## src/rtl/ram_access_controller_if.sv

```systemverilog
// Request, response and RAM-port bundle for ram_access_controller; slave = controller view.
// Latency: none (wiring only). CLEAR_SWEEP_EN adds clear_req/clear_done.
// Backpressure: req_ready/rsp_ready carry flow control in both directions.
interface ram_access_controller_if #(
    parameter int ADDR_WIDTH = 3,
    parameter int DATA_WIDTH = 4
);
    logic                  req_valid;
    logic                  req_ready;
    logic                  req_write;
    logic [ADDR_WIDTH-1:0] req_addr;
    logic [DATA_WIDTH-1:0] req_wdata;
    logic                  rsp_valid;
    logic                  rsp_ready;
    logic [DATA_WIDTH-1:0] rsp_rdata;
    logic                  req_err;
    logic [ADDR_WIDTH-1:0] ram_address;
    logic                  ram_read_or_write;
    logic [DATA_WIDTH-1:0] ram_data_in;
    logic [DATA_WIDTH-1:0] ram_data_out;
`ifdef CLEAR_SWEEP_EN
    logic                  clear_req;
    logic                  clear_done;
`endif

    modport slave (
`ifdef CLEAR_SWEEP_EN
        input  clear_req,
        output clear_done,
`endif
        input  req_valid, req_write, req_addr, req_wdata, rsp_ready, ram_data_out,
        output req_ready, rsp_valid, rsp_rdata, req_err, ram_address, ram_read_or_write,
               ram_data_in
    );

    modport master (
`ifdef CLEAR_SWEEP_EN
        output clear_req,
        input  clear_done,
`endif
        output req_valid, req_write, req_addr, req_wdata, rsp_ready, ram_data_out,
        input  req_ready, rsp_valid, rsp_rdata, req_err, ram_address, ram_read_or_write,
               ram_data_in
    );
endinterface

```

## src/rtl/ram_access_controller.sv

```systemverilog
// ram_access_controller: valid/ready front-end for a single-port sync RAM, all RAM-side outputs registered.
// Latency: a write holds the port 2 cycles; read data is valid after the 2nd edge following acceptance.
// Backpressure: req_ready low while busy or while a response awaits rsp_ready. CLEAR_SWEEP_EN adds a zero-fill sweep.
module ram_access_controller #(
    parameter int ADDR_WIDTH = 3,
    parameter int DATA_WIDTH = 4,
    parameter int DEPTH      = 8
) (
    input  logic                   clock_i,
    input  logic                   reset_n_i,
    ram_access_controller_if.slave bus
);
    typedef enum logic [2:0] {
        IDLE,
        WR,
        RD,
        CAP
`ifdef CLEAR_SWEEP_EN
        , CLR
`endif
    } state_t;

    state_t                state_q;
    logic                  rsp_valid_q;
    logic [DATA_WIDTH-1:0] rsp_rdata_q;
    logic                  req_err_q;
    logic [ADDR_WIDTH-1:0] ram_address_q;
    logic                  ram_rw_q;
    logic [DATA_WIDTH-1:0] ram_data_in_q;
    logic                  idle_free;
    logic                  req_fire;
    logic                  addr_ok;

    assign idle_free = (state_q == IDLE) && !rsp_valid_q;

`ifdef CLEAR_SWEEP_EN
    logic clear_done_q;
    logic clear_go;
    // A clear request outranks a pending request, so it also masks req_ready.
    assign clear_go       = idle_free && bus.clear_req;
    assign bus.req_ready  = idle_free && !bus.clear_req;
    assign bus.clear_done = clear_done_q;
`else
    assign bus.req_ready  = idle_free;
`endif

    assign req_fire = bus.req_valid && bus.req_ready;
    assign addr_ok  = 32'(bus.req_addr) < 32'(DEPTH);

    assign bus.rsp_valid         = rsp_valid_q;
    assign bus.rsp_rdata         = rsp_rdata_q;
    assign bus.req_err           = req_err_q;
    assign bus.ram_address       = ram_address_q;
    assign bus.ram_read_or_write = ram_rw_q;
    assign bus.ram_data_in       = ram_data_in_q;

    always_ff @(posedge clock_i or negedge reset_n_i) begin
        if (!reset_n_i) begin
            state_q       <= IDLE;
            rsp_valid_q   <= 1'b0;
            rsp_rdata_q   <= '0;
            req_err_q     <= 1'b0;
            ram_address_q <= '0;
            ram_rw_q      <= 1'b0;
            ram_data_in_q <= '0;
`ifdef CLEAR_SWEEP_EN
            clear_done_q  <= 1'b0;
`endif
        end else begin
            req_err_q <= 1'b0;
`ifdef CLEAR_SWEEP_EN
            clear_done_q <= 1'b0;
`endif
            if (rsp_valid_q && bus.rsp_ready) begin
                rsp_valid_q <= 1'b0;
            end
            case (state_q)
                IDLE: begin
                    ram_rw_q <= 1'b0;
`ifdef CLEAR_SWEEP_EN
                    if (clear_go) begin
                        state_q       <= CLR;
                        ram_address_q <= '0;
                        ram_data_in_q <= '0;
                        ram_rw_q      <= 1'b1;
                    end else
`endif
                    if (req_fire) begin
                        if (!addr_ok) begin
                            req_err_q <= 1'b1;
                        end else begin
                            ram_address_q <= bus.req_addr;
                            ram_data_in_q <= bus.req_wdata;
                            ram_rw_q      <= bus.req_write;
                            state_q       <= bus.req_write ? WR : RD;
                        end
                    end
                end
                WR: begin
                    ram_rw_q <= 1'b0;
                    state_q  <= IDLE;
                end
                RD: begin
                    state_q <= CAP;
                end
                // RAM registered data_out on the previous edge; it is valid now.
                CAP: begin
                    rsp_valid_q <= 1'b1;
                    rsp_rdata_q <= bus.ram_data_out;
                    state_q     <= IDLE;
                end
`ifdef CLEAR_SWEEP_EN
                CLR: begin
                    if (ram_address_q == ADDR_WIDTH'(DEPTH - 1)) begin
                        ram_rw_q     <= 1'b0;
                        clear_done_q <= 1'b1;
                        state_q      <= IDLE;
                    end else begin
                        ram_address_q <= ram_address_q + ADDR_WIDTH'(1);
                    end
                end
`endif
                default: begin
                    ram_rw_q <= 1'b0;
                    state_q  <= IDLE;
                end
            endcase
        end
    end
endmodule

```

## src/flat_wrapper.sv

```systemverilog
// flat-port wrapper written by rule: the top's interface ports become plain ports
module ram_access_controller_flat 
#(
    parameter int ADDR_WIDTH = 3,
    parameter int DATA_WIDTH = 4,
    parameter int DEPTH      = 8
)
  (clock_i, reset_n_i, bus_req_valid, bus_req_write, bus_req_addr, bus_req_wdata, bus_rsp_ready, bus_ram_data_out, bus_req_ready, bus_rsp_valid, bus_rsp_rdata, bus_req_err, bus_ram_address, bus_ram_read_or_write, bus_ram_data_in);
  ram_access_controller_if #(.ADDR_WIDTH(ADDR_WIDTH), .DATA_WIDTH(DATA_WIDTH)) bus_i ();
  input  logic clock_i;
  input  logic reset_n_i;
  input wire logic [$bits(bus_i.req_valid)-1:0] bus_req_valid;
  input wire logic [$bits(bus_i.req_write)-1:0] bus_req_write;
  input wire logic [$bits(bus_i.req_addr)-1:0] bus_req_addr;
  input wire logic [$bits(bus_i.req_wdata)-1:0] bus_req_wdata;
  input wire logic [$bits(bus_i.rsp_ready)-1:0] bus_rsp_ready;
  input wire logic [$bits(bus_i.ram_data_out)-1:0] bus_ram_data_out;
  output wire logic [$bits(bus_i.req_ready)-1:0] bus_req_ready;
  output wire logic [$bits(bus_i.rsp_valid)-1:0] bus_rsp_valid;
  output wire logic [$bits(bus_i.rsp_rdata)-1:0] bus_rsp_rdata;
  output wire logic [$bits(bus_i.req_err)-1:0] bus_req_err;
  output wire logic [$bits(bus_i.ram_address)-1:0] bus_ram_address;
  output wire logic [$bits(bus_i.ram_read_or_write)-1:0] bus_ram_read_or_write;
  output wire logic [$bits(bus_i.ram_data_in)-1:0] bus_ram_data_in;
  assign bus_i.req_valid = bus_req_valid;
  assign bus_i.req_write = bus_req_write;
  assign bus_i.req_addr = bus_req_addr;
  assign bus_i.req_wdata = bus_req_wdata;
  assign bus_i.rsp_ready = bus_rsp_ready;
  assign bus_i.ram_data_out = bus_ram_data_out;
  assign bus_req_ready = bus_i.req_ready;
  assign bus_rsp_valid = bus_i.rsp_valid;
  assign bus_rsp_rdata = bus_i.rsp_rdata;
  assign bus_req_err = bus_i.req_err;
  assign bus_ram_address = bus_i.ram_address;
  assign bus_ram_read_or_write = bus_i.ram_read_or_write;
  assign bus_ram_data_in = bus_i.ram_data_in;
  ram_access_controller #(.ADDR_WIDTH(ADDR_WIDTH), .DATA_WIDTH(DATA_WIDTH), .DEPTH(DEPTH)) u_core (.clock_i(clock_i), .reset_n_i(reset_n_i), .bus(bus_i));
endmodule
```

## config.mk

```make
export PLATFORM = sky130hd
export DESIGN_NAME = ram_access_controller_flat
export DESIGN_NICKNAME = d
export VERILOG_FILES = /design/src/rtl/ram_access_controller_if.sv /design/src/rtl/ram_access_controller.sv /design/src/flat_wrapper.sv
export SDC_FILE = /design/constraint.sdc
export NUM_CORES = 1
export LEC_CHECK = 0
export CAP_MARGIN = 25
export CORE_MARGIN = 4
export CORE_UTILIZATION = 25
export DETAILED_ROUTE_END_ITERATION = 7
export PLACE_DENSITY = 0.62
export SYNTH_ARGS = -nofsm -noshare
export SYNTH_HDL_FRONTEND = slang
export SYNTH_SLANG_ARGS = --single-unit
export TNS_END_PERCENT = 1
```

## constraint.sdc

```tcl
create_clock -name clock_i -period 1.5 [get_ports clock_i]
set_clock_uncertainty 0.15 [all_clocks]
set_input_delay 0.15 -clock clock_i [delete_from_list [all_inputs] [get_ports clock_i]]
set_output_delay 0.15 -clock clock_i [all_outputs]
set_load 0.05 [all_outputs]
```

==> impl_metrics.yaml, run 1 <==
status:
  status: "finished clean"
critical_path:
  path_class: "flop to output pin"
  worstSetupStartpointType: "flop"
  end_kind: "output pin"
  worstPathRequired_ps: 1200
  crit_start: "u_core.bus.rsp_valid"
  critPathMaxFanout: 4
  regToRegStartpoint: "u_core.state_q[1]"
  arrival_ps: 1200
die:
  die_w_microns: 56.7
  die_h_microns: 56.7
  initial_utilization_pct: 26.6
  fp.dieArea_sq_um: 3220
  io_pins: 31
  rows: 17
  core-area_sq_um: 2230
timing:
  period_minus_slack_ps: 1500
  rsz0062_at_grt: "yes"
  hold_violations: 0
  min_period_over_period_pct: 100
  finalSetupViolations: 0
  max_freq_ghz: 0.667
  fin_tns_setup_ps: 0
  slew_violations: 0
  whs_ps: 20.0
final_layout:
  layout-drive-gt1-share_pct: 51.9
  utilization_pct: 52.7
  insertedDiodeCount: 0
  final_nets: 98
  area_growth_pct: 98.3
  fillers: 197
  fin_cells: 109
synth:
  syn_inst: 40
  netlist-cell-type-count: 13
  synth_warnings: 0
  synth-edff-count: 0
  async_reset_ff_share_pct: 100
  synthesis.area_sq_um: 593
  ys_seq_area_share_pct: 63.3
  synth_nets: 56
  synth_area_per_cell_sq_um: 14.8
  synth.most_common_cell: "dfrtp_1"
  dominantRegCellSynth: "dfrtp_1"
  ys_top_cells_by_count: "dfrtp_1 (15), mux2_2 (11), a21oi_1 (2), inv_1 (2), nand2_1 (2)"
  synth_area_leaders: "dfrtp_1 (63%), mux2_2 (21%), nor4b_4 (4.0%)"
  yosysTopAreaCell: "dfrtp_1"
  netlist.area_leader.share_pct: 63.3
  yosys_register_bits: 15
drt:
  drt_wl_total_microns: 1270
  vias: 455
  avgRoutedWirePerCell_microns: 11.6
  drtIter0Drc: 3
  route.detailed.drc: 0
  drtAntennaViolNets: 0
  drt-pass1-iter-count: 3
  vias_per_cell: 4.17
pwr:
  p_leak_nw: 0.512
  vdd_drop_max_mv: 1.26
  power.density_nw_per_um2: 2700
clock_tree:
  cts_buffers: 3
  ctsHoldBuffers: 0
  clock_latency_ps: 280
  clk_path_buf_depth: 2
  clock-sinks: 15
  cts_tree: "yes"
  clk_pin_slew_ps: 90
  h-tree-depth: 1
  clock-root-buffer: "clkbuf_4"
grt:
  overflow: 0
  grt_pass1_vias: 467
  grt_max_degree: 16
  grt_usage_pct: 8.72
  grt_pass1_wl_microns: 2120
  antenna_found_initial: 0
min_path:
  min_path_type: "input port to async pin"
placement:
  placedCellCount: 102
  portBuffers: 29
  gp_congestion: 0.673
  dpl.hpwl_microns: 1010
job:
  drv_cap: 0
-- path summary, 6_finish.rpt --
| check | slack, ps | cells after the start | end |
|---|---|---|---|
| hold / removal | 20 | 2 | u_core.bus.ram_read_or_write |
| min in group clock_i | 270 | 2 | u_core.bus.rsp_valid |
| setup reg to reg | 10 | 4 | u_core.bus.ram_address[2] |
| setup / recovery | 0.5 | 3 | bus_req_ready |
| max in group asynchronous | 990 | 2 | u_core.bus.rsp_valid |
| hold reg to reg | 430 | 1 | u_core.bus.ram_address[1] |
-- cell families after synthesis --
| family | Yosys count | synth area share (%) |
|---|---|---|
| multiplexers | 11 | 20.9 |
| AND/OR/NAND/NOR | 6 | 8.86 |
| flip-flops | 15 | 63.3 |
| buffers and inverters | 3 | 2.53 |
| AO/OA/AOI/OAI | 4 | 3.80 |
| other | 1 | 0.632 |
-- critical path, cell delays in order (launching register included) --
cell and delay [ps]:
dfrtp_2 440, buf_6 130, nor3_4 190, buf_12 160
-- where the power goes --
group | total (mW) | internal, mW | switching, mW
logic | 2.13 | 1.13 | 1.01
registers | 0.810 | 0.608 | 0.202
clock network | 0.234 | 0.101 | 0.133
-- flip-flops by register name (all words and copies together) (netlist names) --
signal and flops:
u_core.bus.ram_data_in 4, u_core.bus.rsp_rdata 4, u_core.bus.ram_address 3, u_core.state_q 2, u_core.bus.ram_read_or_write 1, u_core.bus.rsp_valid 1
-- cells in the final DEF, fill, tap and decap left out, drive strengths merged --
| master | synthesis | final |
|---|---|---|
| buf | 1 | 23 |
| clkdlybuf4s50 | 0 | 15 |
| dfrtp | 15 | 15 |
| mux2 | 11 | 11 |
| clkbuf | 0 | 3 |
| nand2 | 2 | 2 |
| inv | 2 | 2 |
| a21oi | 2 | 2 |
| nor3 | 1 | 1 |
| nor4b | 1 | 1 |
| nand3b | 1 | 1 |
| or3b | 1 | 1 |
| o21ai | 1 | 1 |
| o31ai | 1 | 1 |
| conb | 1 | 1 |
| clkinvlp | 0 | 1 |
-- metrics by stage --
stage	setup WS, ps	instance area, sq um	power (mW)
after floorplan	-150	599	1.75
after detailed placement	-117	1100	2.86
after CTS	-25.9	1170	3.20
after global routing	-82.3	1180	3.32
after global placement	-109	1100	2.83
final	0.469	1180	3.18
-- routing by layer --
layer,track usage [%],routed length (microns),up-vias
li1,-,-,221
met1,10.7,519,219
met2,12.7,655,13
met3,2.07,63,2
met4,7.12,27,0
met5,0,0,-
-- layout make-up --
cell class / instances / area, sq um / area share (%)
Clock buffer: 3 / 22.5 / 1.91
Clock inverter: 1 / 7.51 / 0.638
Inverter: 2 / 7.51 / 0.638
Multi-Input combinational cell: 22 / 221 / 18.8
Sequential cell: 15 / 377 / 32.0
Tap cell: 28 / 35.0 / 2.98
Timing Repair Buffer: 38 / 505 / 43.0
-- timing repair --
item / 4_1_cts / 5_1_grt
pin swaps: 1 / 0
setup endpoints to repair: 1 / 8
buffers inserted: 3 / 0
gates resized for setup: 3 / 2
No activity file was read; power rests on OpenSTA's default activity.
==> run 2, diff against run 1 <==
--- a/config.mk
+++ b/config.mk
@@ -5,10 +5,11 @@
 export SDC_FILE = /design/constraint.sdc
 export NUM_CORES = 1
 export LEC_CHECK = 0
+export ABC_AREA = 0
 export CAP_MARGIN = 25
-export CORE_MARGIN = 4
 export CORE_UTILIZATION = 25
 export DETAILED_ROUTE_END_ITERATION = 7
+export HOLD_SLACK_MARGIN = 0.05
 export PLACE_DENSITY = 0.62
 export SYNTH_ARGS = -nofsm -noshare
 export SYNTH_HDL_FRONTEND = slang
==> impl_metrics.yaml, run 2 (same netlist as run 1, synthesis figures left out) <==
status:
  status: "finished clean"
timing:
  slew_violations: 0
  hold_violations: 0
  period_minus_slack_ps: 1480
  finalSetupViolations: 0
  rsz0062_at_grt: "yes"
  max_freq_ghz: 0.674
  min_period_over_period_pct: 98.9
critical_path:
  crit_chain: "buf_6, nor3_4, buf_12"
  worstPathRequired_ps: 1200
  path_delay_family: "flip-flops"
  slowest_delay_ps: 430
  critPathSlowestCell: "dfrtp_2"
  end_kind: "output pin"
  worst-path-buf-inv: 2
  critPathMaxFanout: 4
  arrival_ps: 1180
  worstSetupStartpointType: "flop"
  path_class: "flop to output pin"
drt:
  drtIter0Drc: 2
  avgRoutedWirePerCell_microns: 12.0
  vias: 455
  drt-pass1-iter-count: 4
  route.detailed.drc: 0
  vias_per_cell: 4.17
  drt_wl_total_microns: 1310
  drtAntennaViolNets: 0
pwr:
  p_leak_nw: 0.533
  power_mw: 3.22
  power.density_nw_per_um2: 2690
  vdd_drop_max_mv: 1.40
die:
  fp.dieArea_sq_um: 2570
  rows: 17
  io_pins: 31
  die_h_microns: 50.7
  die_w_microns: 50.7
  initial_utilization_pct: 26.6
  core-area_sq_um: 2230
grt:
  antenna_found_initial: 0
  grt_max_degree: 10
  grt_usage_pct: 11.1
  grt_pass1_wl_microns: 2080
  grt_pass1_vias: 490
  overflow: 0
placement:
  portBuffers: 29
  dpl.hpwl_microns: 1010
  gp_congestion: 0.684
  place_area_sq_um: 1100
final_layout:
  insertedDiodeCount: 0
  area_growth_pct: 101
  layout-drive-gt1-share_pct: 50.6
  fillers: 197
  most-common-layout-cells: "clkdlybuf4s50_1 (15), buf_12 (14), dfrtp_1 (14)"
  final_nets: 98
  design_area_sq_um: 1190
  layout_commonest_cell: "clkdlybuf4s50_1"
job:
  drv_cap: 0
clock_tree:
  cts_tree: "yes"
  clk_pin_slew_ps: 80
  cts_buffers: 3
  clock-root-buffer: "clkbuf_4"
  clk_path_buf_depth: 2
  clock_latency_ps: 280
  h-tree-depth: 1
  clock-sinks: 15
min_path:
  min_path_type: "input port to flop"
==> run 2: changes by cell type in the layout (fill, tap and decap cells not counted), sizes merged <==
cell	delta
buf	-1
clkinvlp	-1
clkinv	+1
dlygate4sd3	+1
==> run 2: final cells by class <==
type                       instances  area [sq um]  share of cell area (%)
tap                               28          35.0                    2.93
inverter                           2          7.51                   0.628
multi-input combinational         22           240                    20.1
clock buffer                       3          22.5                    1.88
sequential                        15           377                    31.5
timing repair buffer              38           508                    42.5
clock inverter                     1          5.00                   0.419
==> run 2: what timing repair did <==
action | CTS | global route
hold buffers | 1 | 0
pin swaps | 1 | 0
setup buffers | 2 | 0
gates resized for setup | 3 | 7
hold endpoints to repair | 6 | 0
setup endpoints to repair | 1 | 8
==> run 2: worst reg2reg max path, stage by stage, from the launching register on <==
cell	delay, ps
dfrtp_1	380
buf_4	140
nor4b_4	210
buf_6	180
mux2_4	310
==> run 2: worst paths after layout <==
kind | to | slack, ps | depth (start not counted) | startpoint
min in group asynchronous | u_core.bus.ram_address[2] | 500 | 2 | reset_n_i
hold reg to reg | u_core.bus.ram_read_or_write | 410 | 2 | u_core.bus.ram_read_or_write
hold / removal | u_core.bus.rsp_valid | 290 | 2 | bus_rsp_ready
setup reg to reg | u_core.bus.ram_address[1] | 20 | 4 | u_core.state_q[1]
setup / recovery | bus_req_ready | 20 | 3 | u_core.bus.rsp_valid
max in group asynchronous | u_core.bus.rsp_valid | 250 | 3 | reset_n_i
==> run 2: power breakdown <==
| part | internal (mW) | total [mW] | switching (mW) | leakage, nW |
|---|---|---|---|---|
| logic | 1.16 | 2.18 | 1.02 | 0.336 |
| clock network | 0.0986 | 0.219 | 0.120 | 0.0177 |
| registers | 0.608 | 0.817 | 0.209 | 0.179 |
==> run 2: metal layers <==
layer	vias up	wire (microns)	track usage, %
met5	-	0	0
met4	0	12	5.56
met1	220	597	13.7
met3	2	68	3.03
met2	15	627	17.8
li1	218	-	-
==> run 2: metrics by stage <==
step	setup TNS (ps)	setup slack, ps	instances	util (%)	hold WS [ps]
after floorplan	-1050	-150	40	-	-296
after global placement	-836	-113	102	49.4	277
after detailed placement	-1000	-139	102	49.4	271
after CTS	0	3.72	109	52.3	281
after global routing	-278	-51.9	109	53.5	297
final	0	16.3	109	53.5	288
==> run 3, diff against run 2 <==
--- a/config.mk
+++ b/config.mk
@@ -9,8 +9,9 @@
 export CAP_MARGIN = 25
 export CORE_UTILIZATION = 25
 export DETAILED_ROUTE_END_ITERATION = 7
+export DONT_BUFFER_PORTS = 1
 export HOLD_SLACK_MARGIN = 0.05
-export PLACE_DENSITY = 0.62
+export PLACE_DENSITY = 0.45
 export SYNTH_ARGS = -nofsm -noshare
 export SYNTH_HDL_FRONTEND = slang
 export SYNTH_SLANG_ARGS = --single-unit
==> impl_metrics.yaml, run 3 (same netlist as run 1, synthesis figures left out) <==
die:
  fp.dieArea_sq_um: 2570
  io_pins: 31
  core-area_sq_um: 2230
  die_h_microns: 50.7
  die_w_microns: 50.7
  initial_utilization_pct: 26.6
  rows: 17
timing:
  rsz0062_at_grt: "yes"
  slew_violations: 0
  period_minus_slack_ps: 1500
  whs_ps: 172
  max_freq_ghz: 0.666
  relSlewSlack_pct: 54.5
  fin_tns_setup_ps: -0.600
  finalSetupViolations: 1
  hold_violations: 0
  setup_slack_ps: -0.600
  worstMarginPinSlew_ps: 681
  min_period_over_period_pct: 100
grt:
  grt_use_met1_pct: 13.0
  grt_pass1_vias: 526
  antenna_found_initial: 0
  grt_max_degree: 16
  grt_most_used_layer: "met2"
  met3_usage_pct: 2.73
  grt_usage_pct: 12.8
  overflow: 0
  grt_pass1_wl_microns: 2350
  gr-usage-met2_pct: 24.4
final_layout:
  final_nets: 92
  layout-drive-gt1-share_pct: 48.0
  fin_cells: 103
  most-common-layout-cells: "dlygate4sd3_1 (15), dfrtp_1 (14), buf_4 (12)"
  insertedDiodeCount: 0
  layout_commonest_cell: "dlygate4sd3_1"
  fillers: 213
  area_growth_pct: 62.7
min_path:
  min_path_type: "input port to flop"
clock_tree:
  clock_latency_ps: 280
  clk_path_buf_depth: 2
  cts_buffers: 3
  clk_pin_slew_ps: 90
  h-tree-depth: 1
  clock-sinks: 15
  cts_tree: "yes"
  clock-root-buffer: "clkbuf_4"
job:
  drv_cap: 0
critical_path:
  critPathMaxFanout: 5
  arrival_ps: 1200
  worstPathRequired_ps: 1200
  worstSetupStartpointType: "flop"
  path_class: "flop to output pin"
  end_kind: "output pin"
placement:
  portBuffers: 0
  placedCellCount: 83
  gp_congestion: 0.765
drt:
  drt_wl_total_microns: 1420
  route.detailed.drc: 0
  drt-pass1-iter-count: 2
  vias: 447
  vias_per_cell: 4.34
  drtIter0Drc: 1
  drtAntennaViolNets: 0
  avgRoutedWirePerCell_microns: 13.8
status:
  status: "complete, but fails checks"
  violations: "setup timing"
-- run 3: area by class of cell --
cell class                 count  area, sq um  share of cell area [%]
multi-input combinational     22          218                    22.6
timing repair buffer          32          300                    31.1
clock inverter                 1         5.00                   0.519
tap                           28         35.0                    3.63
clock buffer                   3         22.5                    2.33
sequential                    15          377                    39.0
inverter                       2         7.51                   0.778
-- run 3: through the flow --
step | setup WS, ps | instance area (sq um) | util, %
floorplan | -150 | 599 | -
global placement | 38.6 | 747 | 33.4
detailed placement | 7.43 | 747 | 33.4
CTS | -15.9 | 947 | 42.4
global route | -62.7 | 965 | 43.2
finish | -0.600 | 965 | 43.2
-- run 3: path summary, 6_finish.rpt --
check | start | to | slack [ps] | cells past startpoint
worst max-delay path | u_core.state_q[1] | bus_req_ready | -0.6 | 3
worst min-delay path | bus_req_valid | u_core.bus.ram_address[0] | 170 | 3
worst max register to register | u_core.state_q[1] | u_core.bus.ram_data_in[2] | 10 | 4
worst min register to register | u_core.bus.rsp_rdata[3] | u_core.bus.rsp_rdata[3] | 360 | 1
max in group asynchronous | reset_n_i | u_core.bus.rsp_valid | 530 | 1
min in group asynchronous | reset_n_i | u_core.state_q[0] | 190 | 1
-- run 3: repair_timing --
action,in CTS,in global routing
resized for setup,6,2
endpoints found under the setup margin,4,8
hold endpoints to repair,30,1
setup buffers,1,0
hold buffers,14,1
gates cloned,0,0
-- run 3: routing by layer --
layer	vias up	part of all wire, %
li1	211	-
met1	222	35
met2	12	60
met3	2	3.7
met4	0	0.71
met5	-	0
-- run 3: worst max-delay path, cell delays in order (launching register included) --
cell	delay, ps
dfrtp_1	400
buf_4	160
nor3_4	180
buf_6	180
Power of run 3 is not shown: default switching activity piles up to over one toggle a cycle in this logic, so the estimate is an artifact.
